===== config.mk =====
export PLATFORM = sky130hd
export DESIGN_NAME = seg_scan_ctrl_flat
export DESIGN_NICKNAME = d
export VERILOG_FILES = /design/src/rtl/seg_scan_pkg.sv /design/src/rtl/seg_scan_if.sv /design/src/rtl/hex7_decode.sv /design/src/rtl/seg_scan_ctrl.sv /design/src/flat_wrapper.sv
export SDC_FILE = /design/constraint.sdc
export NUM_CORES = 1
export LEC_CHECK = 0
export ABC_CLOCK_PERIOD_IN_PS = 3000
export BUFFER_PORTS_ARGS = -buffer_cell sky130_fd_sc_hd__buf_2
export CORE_ASPECT_RATIO = 2
export CORE_MARGIN = 2
export CORE_UTILIZATION = 39
export DETAILED_ROUTE_END_ITERATION = 6
export SYNTH_ARGS = -nofsm -noshare
export SYNTH_HDL_FRONTEND = slang
export SYNTH_HIERARCHICAL = 1
export SYNTH_SLANG_ARGS = --single-unit

===== constraint.sdc =====
create_clock -name CLK -period 3 [get_ports CLK]
set_input_delay 0.6 -clock CLK [delete_from_list [all_inputs] [get_ports CLK]]
set_output_delay 0.6 -clock CLK [all_outputs]
set_load 0.1 [all_outputs]

===== src/rtl/seg_scan_pkg.sv =====
// seg_scan_pkg: scan states and active-low segment codes {g,f,e,d,c,b,a} shared by the display scan controller
package seg_scan_pkg;
  typedef enum logic {SHOW, BLANK} state_t;
  localparam logic [6:0] SEG_BLANK = 7'b1111111;
  localparam logic [6:0] SEG_0 = 7'b1000000;
  localparam logic [6:0] SEG_1 = 7'b1111001;
  localparam logic [6:0] SEG_2 = 7'b0100100;
  localparam logic [6:0] SEG_3 = 7'b0110000;
  localparam logic [6:0] SEG_4 = 7'b0011001;
  localparam logic [6:0] SEG_5 = 7'b0010010;
  localparam logic [6:0] SEG_6 = 7'b0000010;
  localparam logic [6:0] SEG_7 = 7'b1111000;
  localparam logic [6:0] SEG_8 = 7'b0000000;
  localparam logic [6:0] SEG_9 = 7'b0010000;
  localparam logic [6:0] SEG_A = 7'b0001000;
  localparam logic [6:0] SEG_B = 7'b0000011;
  localparam logic [6:0] SEG_C = 7'b1000110;
  localparam logic [6:0] SEG_D = 7'b0100001;
  localparam logic [6:0] SEG_E = 7'b0000110;
  localparam logic [6:0] SEG_F = 7'b0001110;
  localparam logic [15:0][6:0] SEG_LUT = {SEG_F, SEG_E, SEG_D, SEG_C, SEG_B, SEG_A, SEG_9, SEG_8,
                                          SEG_7, SEG_6, SEG_5, SEG_4, SEG_3, SEG_2, SEG_1, SEG_0};
endpackage


===== src/rtl/seg_scan_if.sv =====
// seg_scan_if: digit-register write port between counter logic (master) and the scan controller (slave)
interface seg_scan_if #(parameter int AW = 2) ();
  logic          wr_en;
  logic [AW-1:0] wr_addr;
  logic [3:0]    wr_data;
  modport master (output wr_en, wr_addr, wr_data);
  modport slave  (input wr_en, wr_addr, wr_data);
endinterface


===== src/rtl/hex7_decode.sv =====
// hex7_decode: combinational 4-bit hex to active-low 7-segment decoder
module hex7_decode
  import seg_scan_pkg::*;
(
  input  logic [3:0] hex,
  output logic [6:0] seg
);
  assign seg = SEG_LUT[hex];
endmodule


===== src/rtl/seg_scan_ctrl.sv =====
// seg_scan_ctrl: time-multiplexed common-anode display scanner with blanking gap between digits.
// Define SEG_LEADING_ZERO_BLANK_EN to suppress leading zeros on digits above digit 0.
module seg_scan_ctrl
  import seg_scan_pkg::*;
#(
  parameter int N_DIGITS     = 4,
  parameter int AW           = 2,
  parameter int SCAN_DIV     = 16,
  parameter int BLANK_CYCLES = 1
) (
  input  logic                CLK,
  input  logic                rst,
  seg_scan_if.slave           wr,
  input  logic [N_DIGITS-1:0] digit_en,
  output logic [N_DIGITS-1:0] oAn,
  output logic [6:0]          oSeg,
  output logic                frame_done
);
  localparam int PW = $clog2(N_DIGITS);
  localparam int CW = $clog2(SCAN_DIV > BLANK_CYCLES ? SCAN_DIV : BLANK_CYCLES);
  localparam logic [AW:0] N_L = (AW+1)'(N_DIGITS);
  state_t state, state_n;
  logic [CW-1:0] presc, presc_n;
  logic [PW-1:0] ptr, ptr_n;
  logic [3:0] digit [N_DIGITS];
  logic [6:0] dec;
  logic [N_DIGITS-1:0] an_n;
  logic wrap, lz;
  always_comb begin
    state_n = state;
    presc_n = presc + 1'b1;
    ptr_n   = ptr;
    wrap    = 1'b0;
    if (state == SHOW && presc == CW'(SCAN_DIV-1)) begin
      presc_n = '0;
      state_n = BLANK;
    end else if (state == BLANK && presc == CW'(BLANK_CYCLES-1)) begin
      presc_n = '0;
      state_n = SHOW;
      wrap    = ptr == PW'(N_DIGITS-1);
      ptr_n   = wrap ? '0 : ptr + 1'b1;
    end
  end
  hex7_decode u_dec (.hex(digit[ptr]), .seg(dec));
`ifdef SEG_LEADING_ZERO_BLANK_EN
  // blank when this digit and every higher one are zero; digit 0 always shows
  always_comb begin
    lz = ptr != '0;
    for (int k = 0; k < N_DIGITS; k++)
      if (k >= int'(ptr) && digit[k] != 4'd0) lz = 1'b0;
  end
`else
  assign lz = 1'b0;
`endif
  always_comb begin
    an_n = '1;
    if (state == SHOW) an_n[ptr] = ~digit_en[ptr];
  end
  always_ff @(posedge CLK) begin
    if (rst) begin
      state      <= SHOW;
      presc      <= '0;
      ptr        <= '0;
      for (int i = 0; i < N_DIGITS; i++) digit[i] <= '0;
      oAn        <= '1;
      oSeg       <= SEG_BLANK;
      frame_done <= 1'b0;
    end else begin
      state      <= state_n;
      presc      <= presc_n;
      ptr        <= ptr_n;
      if (wr.wr_en && {1'b0, wr.wr_addr} < N_L) digit[wr.wr_addr[PW-1:0]] <= wr.wr_data;
      oAn        <= an_n;
      oSeg       <= (state == SHOW && !lz) ? dec : SEG_BLANK;
      frame_done <= wrap;
    end
  end
endmodule

===== src/flat_wrapper.sv =====
// flat-port wrapper written by rule: the top's interface ports become plain ports
module seg_scan_ctrl_flat import seg_scan_pkg::*;
#(
  parameter int N_DIGITS     = 4,
  parameter int AW           = 2,
  parameter int SCAN_DIV     = 16,
  parameter int BLANK_CYCLES = 1
)
  (CLK, rst, digit_en, oAn, oSeg, frame_done, wr_wr_en, wr_wr_addr, wr_wr_data);
  seg_scan_if #(.AW(AW)) wr_i ();
  input  logic CLK;
  input  logic rst;
  input  logic [N_DIGITS-1:0] digit_en;
  output logic [N_DIGITS-1:0] oAn;
  output logic [6:0] oSeg;
  output logic frame_done;
  input wire logic [$bits(wr_i.wr_en)-1:0] wr_wr_en;
  input wire logic [$bits(wr_i.wr_addr)-1:0] wr_wr_addr;
  input wire logic [$bits(wr_i.wr_data)-1:0] wr_wr_data;
  assign wr_i.wr_en = wr_wr_en;
  assign wr_i.wr_addr = wr_wr_addr;
  assign wr_i.wr_data = wr_wr_data;
  seg_scan_ctrl #(.N_DIGITS(N_DIGITS), .AW(AW), .SCAN_DIV(SCAN_DIV), .BLANK_CYCLES(BLANK_CYCLES)) u_core (.CLK(CLK), .rst(rst), .wr(wr_i), .digit_en(digit_en), .oAn(oAn), .oSeg(oSeg), .frame_done(frame_done));
endmodule

== Yosys cells after proc, flatten, opt, wreduce, memory -nomap -nowiden ==
Memory sizes are Yosys's and may differ from the RTL's. A register that Yosys moved wholly into a read port is not among the register bits.
Index checks and enable logic that the tools add are counted.
W data, S select, Z words.

* Flip-flop bits (word level): 12
* RAM bits: 16
* Memory bits (read-only): 112
* Input port bits: 13
* Output and inout bits: 12
* Logic and storage cells: 46
* Memories: 2

{| class="wikitable"
|+ Memory list
! name !! depth !! width !! rd ports !! clocked after memory_dff !! wr ports !! line !! RTL
|-
| (no name shown) || 16 || 7 || 1 || 1 || 0 || hex7_decode.sv:8 || <nowiki>assign seg = SEG_LUT[hex];</nowiki>
|-
| u_core.digit || 4 || 4 || 1 || 1 || 4 || seg_scan_ctrl.sv:25 || <nowiki>logic [3:0] digit [N_DIGITS];</nowiki>
|}

* Add/subtract/negate cells: 2
* $lt $le $gt $ge: 2
* Eq/ne operators: 2
* Mux-type cells: 17
* Bitwise gates (word level): 6
* Reduce and logical (&&, ||, !) cells: 10

{| class="wikitable"
|+ Operators with widths
! cell !! number
|-
| $mux W1 || 10
|-
| $mux W2 || 4
|-
| $reduce_or A3 Y1 || 2
|-
| $add A4 B1 Y4 const B || 1
|-
| $eq A4 B4 Y1 const B || 1
|-
| $logic_not A4 Y1 || 1
|-
| $mux W4 || 1
|-
| $not A1 Y1 || 4
|-
| $not A4 Y4 || 1
|-
| $or A4 B4 Y4 || 1
|-
| $reduce_or A4 Y1 || 1
|-
| $logic_and A1 B1 Y1 || 3
|-
| $lt A2 B3 Y1 const B || 1
|-
| $add A2 B1 Y2 const B || 1
|-
| $bmux W1 S2 || 1
|-
| $demux W1 S2 || 1
|-
| $eq A2 B2 Y1 const B || 1
|-
| $ge A2 B1 Y1 const B || 1
|-
| $reduce_and A2 Y1 || 1
|-
| $reduce_bool A2 Y1 || 1
|-
| $reduce_or A2 Y1 || 1
|}

== Longest topological paths before layout ==
* Depth in word-level cells: 6
* Mapped depth: 7
* Gate-level depth less buffers: 7

== Hierarchy ==
The synthesis kept the hierarchy.

{| class="wikitable"
|+ Modules (own cells, without submodules)
! module !! times used !! cells each !! area an instance (um^2) !! seq. area each (um^2)
|-
| seg_scan_ctrl || 1 || 117 || 1500.2 || 900.9
|-
| hex7_decode || 1 || 32 || 275.3 || 0.0
|}

== Least setup slack after synthesis ==
OpenSTA, ideal clock, no wires.

* Path kind: register to register
* Start: register (tool-made name)
* End: register u_core.oSeg[3]
* Setup time: 127 ps
* Data arrival time: 2076 ps
* Data required time: 2873 ps
* Setup slack: 797 ps
* Cell stages (with the launch flop): 7
* Path buffers: 0
* Clock period less this slack: 2203 ps
* Path through: dfxtp_1 -> mux4_2 -> inv_1 -> ha_1 -> inv_1 -> mux4_1 -> or3_1

{| class="wikitable"
|+ RTL lines
! item !! line !! RTL
|-
| end, declared || seg_scan_ctrl.sv:16 || <nowiki>output logic [6:0] oSeg,</nowiki>
|}

==> results_dict.tcl <==
set metrics [dict create \
    worstMarginPinSlew_ns 0.555 \
    yosysUniqueCellTypes 36 \
    ant_nets 0 \
    fmax_mhz 427 \
    portBuffers 24 \
    critPathTopFamily "multiplexers" \
    cts_root_buf "clkbuf_8" \
    rsz0062_at_grt "false" \
    wl_um 3090 \
    antenna_cells 0 \
    synth_top_cell_by_area "edfxtp_1" \
    setup_viol 0 \
    grt_pass1_wl_um 5140 \
    yosys.cell_count.top_type "dfxtp_1" \
    ioPinCount 25 \
    required_ns 3.16 \
    worstHoldPathType "reg2reg" \
    first_pass_iters 4 \
    synthTopCellsByArea "edfxtp_1 27%, dfxtp_1 24%, ha_1 9.2%, mux4_2 6.3%, and2_1 5.6%" \
    critical_path_class "reg2reg" \
    ys_seq_area_share_pct 50.7 \
    htree_levels 2 \
    die_w_um 51.7 \
    viasPerCell 4.77 \
    swShare_pct 25.5 \
    ys.flop_type "dfxtp_1" \
    combPwrFrac_pct 15.4 \
    p_leak_nw 0.841 \
    finalHoldViolCount 0 \
    cp_common_cell "inv_1" \
    power.density_nw_per_um2 576 \
    clk_pin_slew_worst_paths_ns 0.07 \
    dieArea_um2 5140 \
    wl_met3_um 112 \
    fillers 423 \
    outcome "complete, no violations" \
    cp-start-kind "flop" \
    dieHeight_um 99.4 \
    grt_overflow_total 0 \
    num_vias 1098 \
    fin_crit_sh_pct 78.0 \
    fin_util_pct 46.8 \
    wl_met1_um 965 \
    top_layer "met4" \
    setup_tns_ns 0 \
    cts_made_buffers 5 \
    cp.arrival_ns 2.50 \
    cts_hold_buffers 0 \
    cp_cell_sequence "mux4_2, inv_1, ha_1, inv_1, mux4_1, or3_1" \
    finalMaxSlewViolations 0 \
    pre_cts_slack_ns 0.670 \
    initial_utilization_pct 40.5 \
    p_int_mw 0.880 \
    pwr-share-clk_pct 36.8 \
    ys_seq_elements 37 \
    avgSynthCellArea_um2 11.9 \
    placed_area_um2 1930 \
    drive_gt1_share_pct 26.1 \
    relSlewSlack_pct 62.7 \
    grt_use_total_pct 13.7 \
    worst_slack_ns 0.660 \
    clockBufferDepth 2 \
    hpwl_um 2470 \
    period_needed_ns 2.34 \
    ctsResizeCount 0 \
    path_max_fanout 7 \
    critPathBufInv 2 \
    skew_ns 0.0101 \
    synth-edff-count 16 \
    synthTopCellsByCount "21 x dfxtp_1, 16 x and2_1, 16 x edfxtp_1" \
    max_cap_viol_count 0 \
    syn-instance-count 149 \
    slowest_stage "mux4_2" \
    cp-end-kind "flop" \
    grt_pass1_vias 1181 \
    peakVddDrop_v 0.000434 \
    rows 34 \
    syn_area_um2 1780 \
    antenna_found_initial 0 \
    synth_top_area_share_pct 27.1 \
    grt_start_max_net_pins 22 \
    detail_route.wl_per_cell_um 13.4 \
    post-cts-setup-buffers 0 \
    slowest_delay_ns 0.62 \
    syn_to_final_growth_pct 15.5 \
    cts_tree "done" \
    yosysWarnings 6 \
    p_sw_mw 0.302 \
    cts.sinks 37 \
    core_um2 4380 \
    wl_met2_um 1960 \
    insertion_delay_ns 0.29 \
    gp_congestion 0.863 \
    drc 0 \
    seqPwrFrac_pct 47.9 \
    synth.net_count 175 \
    nNetsFinal 201 \
    async_flop_share_pct 0 \
    drtIter0Drc 15 \
    fin_area_um2 2050 \
]
==> power by group through the flow <==
stage	Sequential (mW)	Clock [mW]	Combinational, mW
4_1_cts	0.567	0.444	0.183
5_1_grt	0.568	0.468	0.196
6_report	0.566	0.434	0.182
3_3_place_gp	0.577	0	0.178
3_5_place_dp	0.578	0	0.182
2_1_floorplan	0.649	0	0.0747
==> flip-flops by register name, indices dropped and copies added (netlist names), named ones only <==
signal and cells:
u_core/digit 16, u_core/oSeg 7, u_core/oAn 4, u_core/presc 4
u_core/ptr 2, u_core/frame_done 1, u_core/state 1
==> per-stage QoR <==
step           cells  hold slack (ns)  total power, mW
5_1_grt          230            0.511             1.23
4_1_cts          230            0.476             1.19
3_5_place_dp     222            0.457            0.761
3_3_place_gp     222            0.451            0.755
6_report         230            0.470             1.18
2_1_floorplan    149            0.430            0.723
==> worst paths after layout <==
check | startpoint | to | slack [ns] | cells after the start
setup / recovery | flop | u_core/oSeg[3] | 0.66 | 6
hold / removal | u_core/presc[0] | u_core/presc[0] | 0.47 | 1
setup reg to reg | flop | u_core/oSeg[3] | 0.66 | 6
hold reg to reg | u_core/presc[0] | u_core/presc[0] | 0.47 | 1
==> cells by family after synthesis <==
group,count (synthesis),share of synthesized area [%]
and+or+nand+nor,57,18.7
DFF,37,50.7
buffers and inverters,15,3.74
muxes,13,11.8
adders and majority gates,13,9.16
AOI/OAI and AO/OA,12,4.79
xor gates and xnor gates,2,0.987
==> per-layer routing <==
| layer | vias up | GRT usage, % |
|---|---|---|
| li1 | 564 | - |
| met1 | 507 | 10.8 |
| met2 | 23 | 27.9 |
| met3 | 4 | 4.20 |
| met4 | 0 | 5.87 |
| met5 | - | 0 |
==> cells in the final DEF, fill, tap and decap left out, types with 2 or more instances in the layout <==
master,Yosys,routed
a21oi_1,2,2
a22o_1,2,2
and2_1,16,16
buf_2,2,24
clkbuf_8,0,6
dfxtp_1,21,21
edfxtp_1,16,16
ha_1,13,13
inv_1,10,10
mux2i_1,6,6
mux4_2,5,5
nand2_1,6,6
nor2_1,14,14
nor3b_1,2,2
o21ai_0,4,4
or2_2,2,2
or3_1,7,7
==> layout make-up <==
class	count	area, µm²	area share (%)
tap	54	67.6	3.29
clock buffer	7	86.3	4.21
timing repair buffer	24	120	5.86
sequential	37	901	43.9
clock inverter	1	30.0	1.46
inverter	10	37.5	1.83
multi-input combinational	97	808	39.4
Power figures use the tool's default switching activity.
